`config.mk`:
```
export PLATFORM = sky130hd
export DESIGN_NAME = intra_mbaddrb_ram_writer
export DESIGN_NICKNAME = d
export VERILOG_FILES = /design/src/rtl/intra_mbaddrb_ram_writer_pkg.sv /design/src/rtl/intra_mbaddrb_wr_fifo.sv /design/src/rtl/intra_mbaddrb_ram_writer.sv
export SDC_FILE = /design/constraint.sdc
export NUM_CORES = 1
export LEC_CHECK = 0
export CAP_MARGIN = 20
export CORE_MARGIN = 1
export CORE_UTILIZATION = 56
export CTS_CLUSTER_SIZE = 16
export DETAILED_ROUTE_END_ITERATION = 10
export PLACE_DENSITY = 0.79
export SKIP_LAST_GASP = 1
export SLEW_MARGIN = 20
export SYNTH_ARGS = -nofsm -noshare
export SYNTH_HDL_FRONTEND = slang
export SYNTH_SLANG_ARGS = --single-unit
```
`constraint.sdc`:
```
create_clock -name clk -period 3.8 [get_ports clk]
set_clock_uncertainty 0.1 [all_clocks]
set_input_delay 0.38 -clock clk [delete_from_list [all_inputs] [get_ports clk]]
set_output_delay 0.38 -clock clk [all_outputs]
set_load 0.005 [all_outputs]
```
`src/rtl/intra_mbaddrb_ram_writer_pkg.sv`:
```
// Shared defines for the Intra mbAddrB RAM writer: bottom-edge block IDs,
// chroma base addresses, FSM encoding and the pending-write payload.
package intra_mbaddrb_ram_writer_pkg;

   localparam int unsigned ADDR_W = 7;
   localparam int unsigned DATA_W = 32;
   localparam int unsigned BLK_W  = 5;

   // 4x4 blocks whose bottom pixel row is consumed by the MB below
   localparam logic [BLK_W-1:0] BLK_Y_10  = 5'd10;
   localparam logic [BLK_W-1:0] BLK_Y_11  = 5'd11;
   localparam logic [BLK_W-1:0] BLK_Y_14  = 5'd14;
   localparam logic [BLK_W-1:0] BLK_Y_15  = 5'd15;
   localparam logic [BLK_W-1:0] BLK_CB_18 = 5'd18;
   localparam logic [BLK_W-1:0] BLK_CB_19 = 5'd19;
   localparam logic [BLK_W-1:0] BLK_CR_22 = 5'd22;
   localparam logic [BLK_W-1:0] BLK_CR_23 = 5'd23;

   typedef enum logic [1:0] {
      ST_IDLE  = 2'd0,
      ST_DRAIN = 2'd1,
      ST_HOLD  = 2'd2
   } wr_state_e;

   typedef struct packed {
      logic [ADDR_W-1:0] addr;
      logic [DATA_W-1:0] data;
   } wr_entry_t;

   function automatic logic is_bottom_blk(input logic [BLK_W-1:0] blk);
      case (blk)
         BLK_Y_10, BLK_Y_11, BLK_Y_14, BLK_Y_15,
         BLK_CB_18, BLK_CB_19, BLK_CR_22, BLK_CR_23: return 1'b1;
         default:                                   return 1'b0;
      endcase
   endfunction

   // Cb rows follow the 4*W luma words, Cr rows follow the 2*W Cb words
   function automatic logic [ADDR_W-1:0] cb_base(input int unsigned pic_w);
      return ADDR_W'(4 * pic_w);
   endfunction

   function automatic logic [ADDR_W-1:0] cr_base(input int unsigned pic_w);
      return ADDR_W'(6 * pic_w);
   endfunction

endpackage

```
`src/rtl/intra_mbaddrb_wr_fifo.sv`:
```
// Pending-write buffer; when empty a simultaneous push+pop bypasses storage
// so the head is the incoming entry.
module intra_mbaddrb_wr_fifo
   import intra_mbaddrb_ram_writer_pkg::*;
#(
   parameter int unsigned DEPTH = 4
) (
   input  logic      clk,
   input  logic      reset,
   input  logic      i_push,
   input  logic      i_pop,
   input  wr_entry_t i_data,
   output wr_entry_t o_head_c,
   output logic      o_empty_c,
   output logic      o_drained_c,
   output logic      o_full
);

   localparam int unsigned PW = (DEPTH > 1) ? $clog2(DEPTH) : 1;
   localparam int unsigned CW = PW + 1;

   wr_entry_t         r_mem [DEPTH];
   logic [PW-1:0]     r_wr_ptr;
   logic [PW-1:0]     r_rd_ptr;
   logic [CW-1:0]     r_count;
   logic              r_full;

   logic              w_bypass;
   logic              w_store;
   logic              w_take;
   logic [CW-1:0]     w_count_nxt;

   assign o_empty_c   = (r_count == '0);
   assign w_bypass    = o_empty_c && i_push && i_pop;
   assign w_store     = i_push && !w_bypass && (!r_full || i_pop);
   assign w_take      = i_pop && !o_empty_c;
   assign w_count_nxt = r_count + CW'(w_store) - CW'(w_take);
   assign o_head_c    = o_empty_c ? i_data : r_mem[r_rd_ptr];
   assign o_drained_c = (w_count_nxt == '0);
   assign o_full      = r_full;

   // Pointers are power-of-two wide, so they wrap modulo DEPTH naturally
   always_ff @(posedge clk) begin
      if (reset) begin
         r_wr_ptr <= '0;
         r_rd_ptr <= '0;
         r_count  <= '0;
         r_full   <= 1'b0;
      end else begin
         if (w_store) begin
            r_mem[r_wr_ptr] <= i_data;
            r_wr_ptr        <= r_wr_ptr + PW'(1);
         end
         if (w_take) begin
            r_rd_ptr <= r_rd_ptr + PW'(1);
         end
         r_count <= w_count_nxt;
         r_full  <= (w_count_nxt == CW'(DEPTH));
      end
   end

endmodule

```
`src/rtl/intra_mbaddrb_ram_writer.sv`:
```
// Captures the bottom pixel row of each edge 4x4 block and writes it to the
// Intra mbAddrB RAM. Define INTRA_MBADDRB_LASTROW_SKIP_EN to skip the last MB row.
module intra_mbaddrb_ram_writer
   import intra_mbaddrb_ram_writer_pkg::*;
#(
   parameter int unsigned PIC_WIDTH_MB  = 11,
   parameter int unsigned PIC_HEIGHT_MB = 9,
   parameter int unsigned FIFO_DEPTH    = 4
) (
   input  logic              clk,
   input  logic              reset,
   input  logic [3:0]        mb_num_h,
   input  logic [3:0]        mb_num_v,
   input  logic [4:0]        blk4x4_rec_counter,
   input  logic [2:0]        blk4x4_sum_counter,
   input  logic              sum_valid,
   input  logic [7:0]        blk4x4_sum_PE0_out,
   input  logic [7:0]        blk4x4_sum_PE1_out,
   input  logic [7:0]        blk4x4_sum_PE2_out,
   input  logic [7:0]        blk4x4_sum_PE3_out,
   input  logic              wr_stall,
   output logic              Intra_mbAddrB_RAM_wr,
   output logic [ADDR_W-1:0] Intra_mbAddrB_RAM_wr_addr,
   output logic [DATA_W-1:0] Intra_mbAddrB_RAM_din,
   output logic              fifo_full,
   output logic              busy,
   output logic              overflow_err
);

   localparam logic [ADDR_W-1:0] CB_BASE = cb_base(PIC_WIDTH_MB);
   localparam logic [ADDR_W-1:0] CR_BASE = cr_base(PIC_WIDTH_MB);

   wr_state_e         r_state;
   logic              r_busy;
   logic              r_wr;
   logic [ADDR_W-1:0] r_addr;
   logic [DATA_W-1:0] r_din;
   logic              r_overflow;

   logic              w_row_ok;
   logic              w_push;
   logic              w_pop;
   logic [1:0]        w_col;
   logic [ADDR_W-1:0] w_addr;
   wr_entry_t         w_new;
   wr_entry_t         w_head;
   logic              w_fifo_empty;
   logic              w_fifo_full;
   logic              w_drained;

`ifdef INTRA_MBADDRB_LASTROW_SKIP_EN
   assign w_row_ok = (mb_num_v != 4'(PIC_HEIGHT_MB - 1));
`else
   logic w_unused;
   assign w_row_ok = 1'b1;
   assign w_unused = ^{mb_num_v, 4'(PIC_HEIGHT_MB)};
`endif

   assign w_push = sum_valid && (blk4x4_sum_counter == 3'd3) &&
                   is_bottom_blk(blk4x4_rec_counter) && w_row_ok;

   // Luma has four bottom columns per MB, chroma two; bit 2 selects Cr over Cb
   assign w_col = blk4x4_rec_counter[4] ? {1'b0, blk4x4_rec_counter[0]}
                                        : {blk4x4_rec_counter[2], blk4x4_rec_counter[0]};

   always_comb begin
      w_addr = ADDR_W'({mb_num_h, w_col});
      if (blk4x4_rec_counter[4]) begin
         w_addr = (blk4x4_rec_counter[2] ? CR_BASE : CB_BASE)
                + ADDR_W'({mb_num_h, 1'b0}) + ADDR_W'(w_col);
      end
   end

   assign w_new.addr = w_addr;
   assign w_new.data = {blk4x4_sum_PE3_out, blk4x4_sum_PE2_out,
                        blk4x4_sum_PE1_out, blk4x4_sum_PE0_out};
   assign w_pop      = !wr_stall && (!w_fifo_empty || w_push);

   intra_mbaddrb_wr_fifo #(
      .DEPTH (FIFO_DEPTH)
   ) u_fifo (
      .clk         (clk),
      .reset       (reset),
      .i_push      (w_push),
      .i_pop       (w_pop),
      .i_data      (w_new),
      .o_head_c    (w_head),
      .o_empty_c   (w_fifo_empty),
      .o_drained_c (w_drained),
      .o_full      (w_fifo_full)
   );

   always_ff @(posedge clk) begin
      if (reset) begin
         r_state    <= ST_IDLE;
         r_busy     <= 1'b0;
         r_wr       <= 1'b0;
         r_addr     <= '0;
         r_din      <= '0;
         r_overflow <= 1'b0;
      end else begin
         r_wr <= w_pop;
         if (w_pop) begin
            r_addr <= w_head.addr;
            r_din  <= w_head.data;
         end
         if (w_push && w_fifo_full && wr_stall) begin
            r_overflow <= 1'b1;
         end
         case (r_state)
            ST_IDLE: begin
               if (w_push) begin
                  r_state <= ST_DRAIN;
                  r_busy  <= 1'b1;
               end
            end
            ST_DRAIN: begin
               if (w_drained) begin
                  r_state <= ST_IDLE;
                  r_busy  <= 1'b0;
               end else if (wr_stall) begin
                  r_state <= ST_HOLD;
               end
            end
            ST_HOLD: begin
               if (!wr_stall) begin
                  r_state <= ST_DRAIN;
               end
            end
            default: begin
               r_state <= ST_IDLE;
               r_busy  <= 1'b0;
            end
         endcase
      end
   end

   assign Intra_mbAddrB_RAM_wr      = r_wr;
   assign Intra_mbAddrB_RAM_wr_addr = r_addr;
   assign Intra_mbAddrB_RAM_din     = r_din;
   assign fifo_full                 = w_fifo_full;
   assign busy                      = r_busy;
   assign overflow_err              = r_overflow;

endmodule

```
==> reports/qor.csv <==
stage;metric;value;unit
run_status;status;complete, but fails checks;
run_status;failed_checks;DRC;
worst_setup_path;crit_required;4.07;ns
cells_and_area;multi_input_area;0.00247;mm2
synthesis;synth_edf_count;156;
worst_setup_path;cp_top_family;compound AO/OA/AOI/OAI gates;
clock_network;htree_num_levels;1;
power;p_leak;3.40;nW
sta;tns;0;ns
route;met3_length;859;um
clock_network;clk_pin_slew_worst_paths;0.06;ns
cells_and_area;diodes;0;
route;routed.top_layer;met4;
cells_and_area;nFillCells;921;
synthesis;yosys_warnings;0;
synthesis;synth_top_area_cell;edfxtp_1;
global_routing;grt_usage;0.219;
synthesis;avgSynthCellArea;16.2;um2
cells_and_area;syn2layout_area_growth;21.6;%
cells_and_area;register_area;0.00577;mm2
clock_network;cts_setup_buffers;0;
route;num_vias;4705;
placement;hpwl;9650;um
sta;rsz0062_at_grt;no;
synthesis;syn_inst;523;
floorplan;die_h;125;um
hold_path;worst_hold_path_type;reg2reg;
floorplan;start_util;0.578;
cells_and_area;nNetsFinal;682;
clock_network;ctsHoldBuffers;0;
synthesis;synth_area_leaders;edfxtp_1 (55%), dfxtp_1 (13%), mux4_2 (10%);
synthesis;seq_area_frac_synth;0.682;
clock_network;cts_buffers;21;
synthesis;netlist_area;0.00846;mm2
route;wl;16300;um
placement;gp_congestion;0.745;
worst_setup_path;slowest_stage;or3_2;
power;vdd_drop_max;481;uV
global_routing;grt_first_pass_wirelength;26600;um
worst_setup_path;crit_chain;or3_2, o211ai_1, inv_1, ha_1, inv_1, fa_1, xor2_1, xnor2_1, a311o_1, o32ai_1;
synthesis;syn_nets;589;
floorplan;ios;95;
floorplan;die-area;0.0156;mm2
clock_network;cts_tree;built;
sta;max_freq;0.345;GHz
route;ant_nets;0;
synthesis;yosysUniqueCellTypes;36;
worst_setup_path;critPathArrivalTime;3.17;ns
clock_network;root_buffer;clkbuf_16;
worst_setup_path;crit_buf_inv;2;
clock_network;clock_latency;0.48;ns
worst_setup_path;slowest_delay;0.50;ns
global_routing;grt_max_degree;80;
sta;setup_ws;0.905;ns
floorplan;die_x;125;um
clock_network;cts_resized;0;
worst_setup_path;crit_top_cell;inv_1;
route;post_drt_wl_per_cell;20.0;um
placement;io_buffers;90;
sta;finalMaxSlewViolations;0;
synthesis;synthArstFlopShare;0;
route;drt-initial-drc-count;365;
synthesis;synth_commonest_cells;edfxtp_1 (156), nand2_1 (79), nor2_1 (55);
worst_setup_path;path_max_fanout;4;
sta;setup_viol;0;
sta;worst_pin_slew;1.07;ns
placement;pre_cts_slack;0.463;ns
global_routing;grt_pass1_vias;5028;
power;power_density;679;mW/mm2
worst_setup_path;path_class;reg2reg;
sta;relSlewSlack;0.287;
global_routing;antenna_found_initial;0;
sta;finalHoldViolCount;0;
clock_network;cts.sinks;210;
floorplan;core.rowCount;44;
worst_setup_path;end_kind;register;
clock_network;ctsLongestPathBuffers;3;
synthesis;synth_top_cell_area_share;0.554;
worst_setup_path;startpoint_type;register;
route;firstDrtPassIters;7;
global_routing;grt_overflow_total;0;
cells_and_area;layout-drive-gt1-share;0.208;
route;drcViolationCount;19;
route;dr_wl_met2;8310;um
floorplan;core;0.0146;mm2
route;routedLengthMet1;6780;um
synthesis;ys_ff_latch;210;
synthesis;synth.most_common_cell;edfxtp_1;
route;avgViaCountPerCell;5.78;
sta;period_share;0.762;
sta;fin_crit;2.90;ns
synthesis;ys.flop_type;edfxtp_1;
flow_run;max_cap_viol_count;0;
## per-stage QoR
step | cells | total power, mW | area [um2] | util | hold WS (ns)
2_1_floorplan | 523 | 4.26 | 8460 | - | 0.361
3_3_place_gp | 777 | 4.87 | 9580 | 0.654 | 0.357
3_5_place_dp | 777 | 4.94 | 9580 | 0.654 | 0.381
4_1_cts | 814 | 7.05 | 10300 | 0.702 | 0.387
5_1_grt | 814 | 7.32 | 10300 | 0.702 | 0.414
6_report | 814 | 6.99 | 10300 | 0.702 | 0.379
## layout make-up
type	instances	share of cell area
inverters	13	0.00475
clock buffers	31	0.0587
clock inverters	6	0.0101
multi-input cells	267	0.240
well taps	184	0.0224
repair buffers	103	0.103
flip-flops and latches	210	0.561
## state kept, by name, indices dropped and copies added (netlist names), 2 cells and up, named ones only
name,count
u_fifo.r_mem,156
Intra_mbAddrB_RAM_din,32
Intra_mbAddrB_RAM_wr_addr,7
u_fifo.r_count,3
r_state,2
u_fifo.r_rd_ptr,2
u_fifo.r_wr_ptr,2
## per-layer routing
layer / global-route usage / vias to the layer above
li1: - / 2176
met1: 0.287 / 2350
met2: 0.384 / 153
met3: 0.0374 / 26
met4: 0.0538 / 0
met5: 0 / -
## logic make-up (layout without fill, tap and decap cells)
kind of cell             count (synthesis)  after routing  share of synthesized area
flip-flops                             210            210                      0.682
AND/OR/NAND/NOR                        147            147                     0.0692
AO/OA/AOI/OAI                           56             56                     0.0822
buffers and inverters                   46            153                     0.0278
multiplexers                            42             42                      0.108
adder cells (fa/ha/maj)                 14             14                     0.0234
XOR/XNOR                                 8              8                    0.00828
## where the power goes
| part | switching (mW) | internal, mW | leakage (nW) |
|---|---|---|---|
| registers | 0.256 | 2.66 | 1.85 |
| clock network | 0.809 | 1.30 | 0.346 |
| logic | 1.00 | 0.957 | 1.21 |
| total | 2.07 | 4.92 | 3.40 |
## worst register-to-register path, stage by stage, from the launching register on
cell	delay [ns]
dfxtp_1	0.33
or3_2	0.50
o211ai_1	0.46
inv_1	0.10
ha_1	0.20
inv_1	0.07
fa_1	0.20
xor2_1	0.19
xnor2_1	0.10
a311o_1	0.40
o32ai_1	0.14
## worst paths after layout
kind / startpoint / endpoint / slack (ns) / cells past startpoint
hold reg to reg: overflow_err / overflow_err / 0.38 / 2
setup reg to reg: u_fifo.r_count[2] / r_state[0] / 0.90 / 10
setup / recovery: u_fifo.r_count[2] / r_state[0] / 0.90 / 10
hold / removal: overflow_err / overflow_err / 0.38 / 2
## cell usage in the layout, fill, tap and decap left out, types with 2 or more instances in the layout
cell             synthesis  layout
nand2_1                 79      79
and2_2                   0       4
bufinv_16                0       3
xnor2_1                  6       6
mux2i_1                  2       2
fa_1                     3       3
nor3_1                   3       2
a311oi_2                37      37
ha_1                    11      11
clkdlybuf4s50_1          0      89
dfxtp_1                 54      52
nor2_1                  55      55
inv_1                   13      13
a21oi_1                  5       5
mux4_2                  39      39
xor2_1                   2       2
buf_12                   0       5
clkinv_2                 0       2
o21ai_0                  2       2
clkbuf_16                0      21
clkbuf_8                 0       4
buf_4                    5       8
o32ai_1                  3       3
clkbuf_1                17       6
a211oi_1                 3       3
edfxtp_1               156     156
Power figures use the tool's default switching activity.
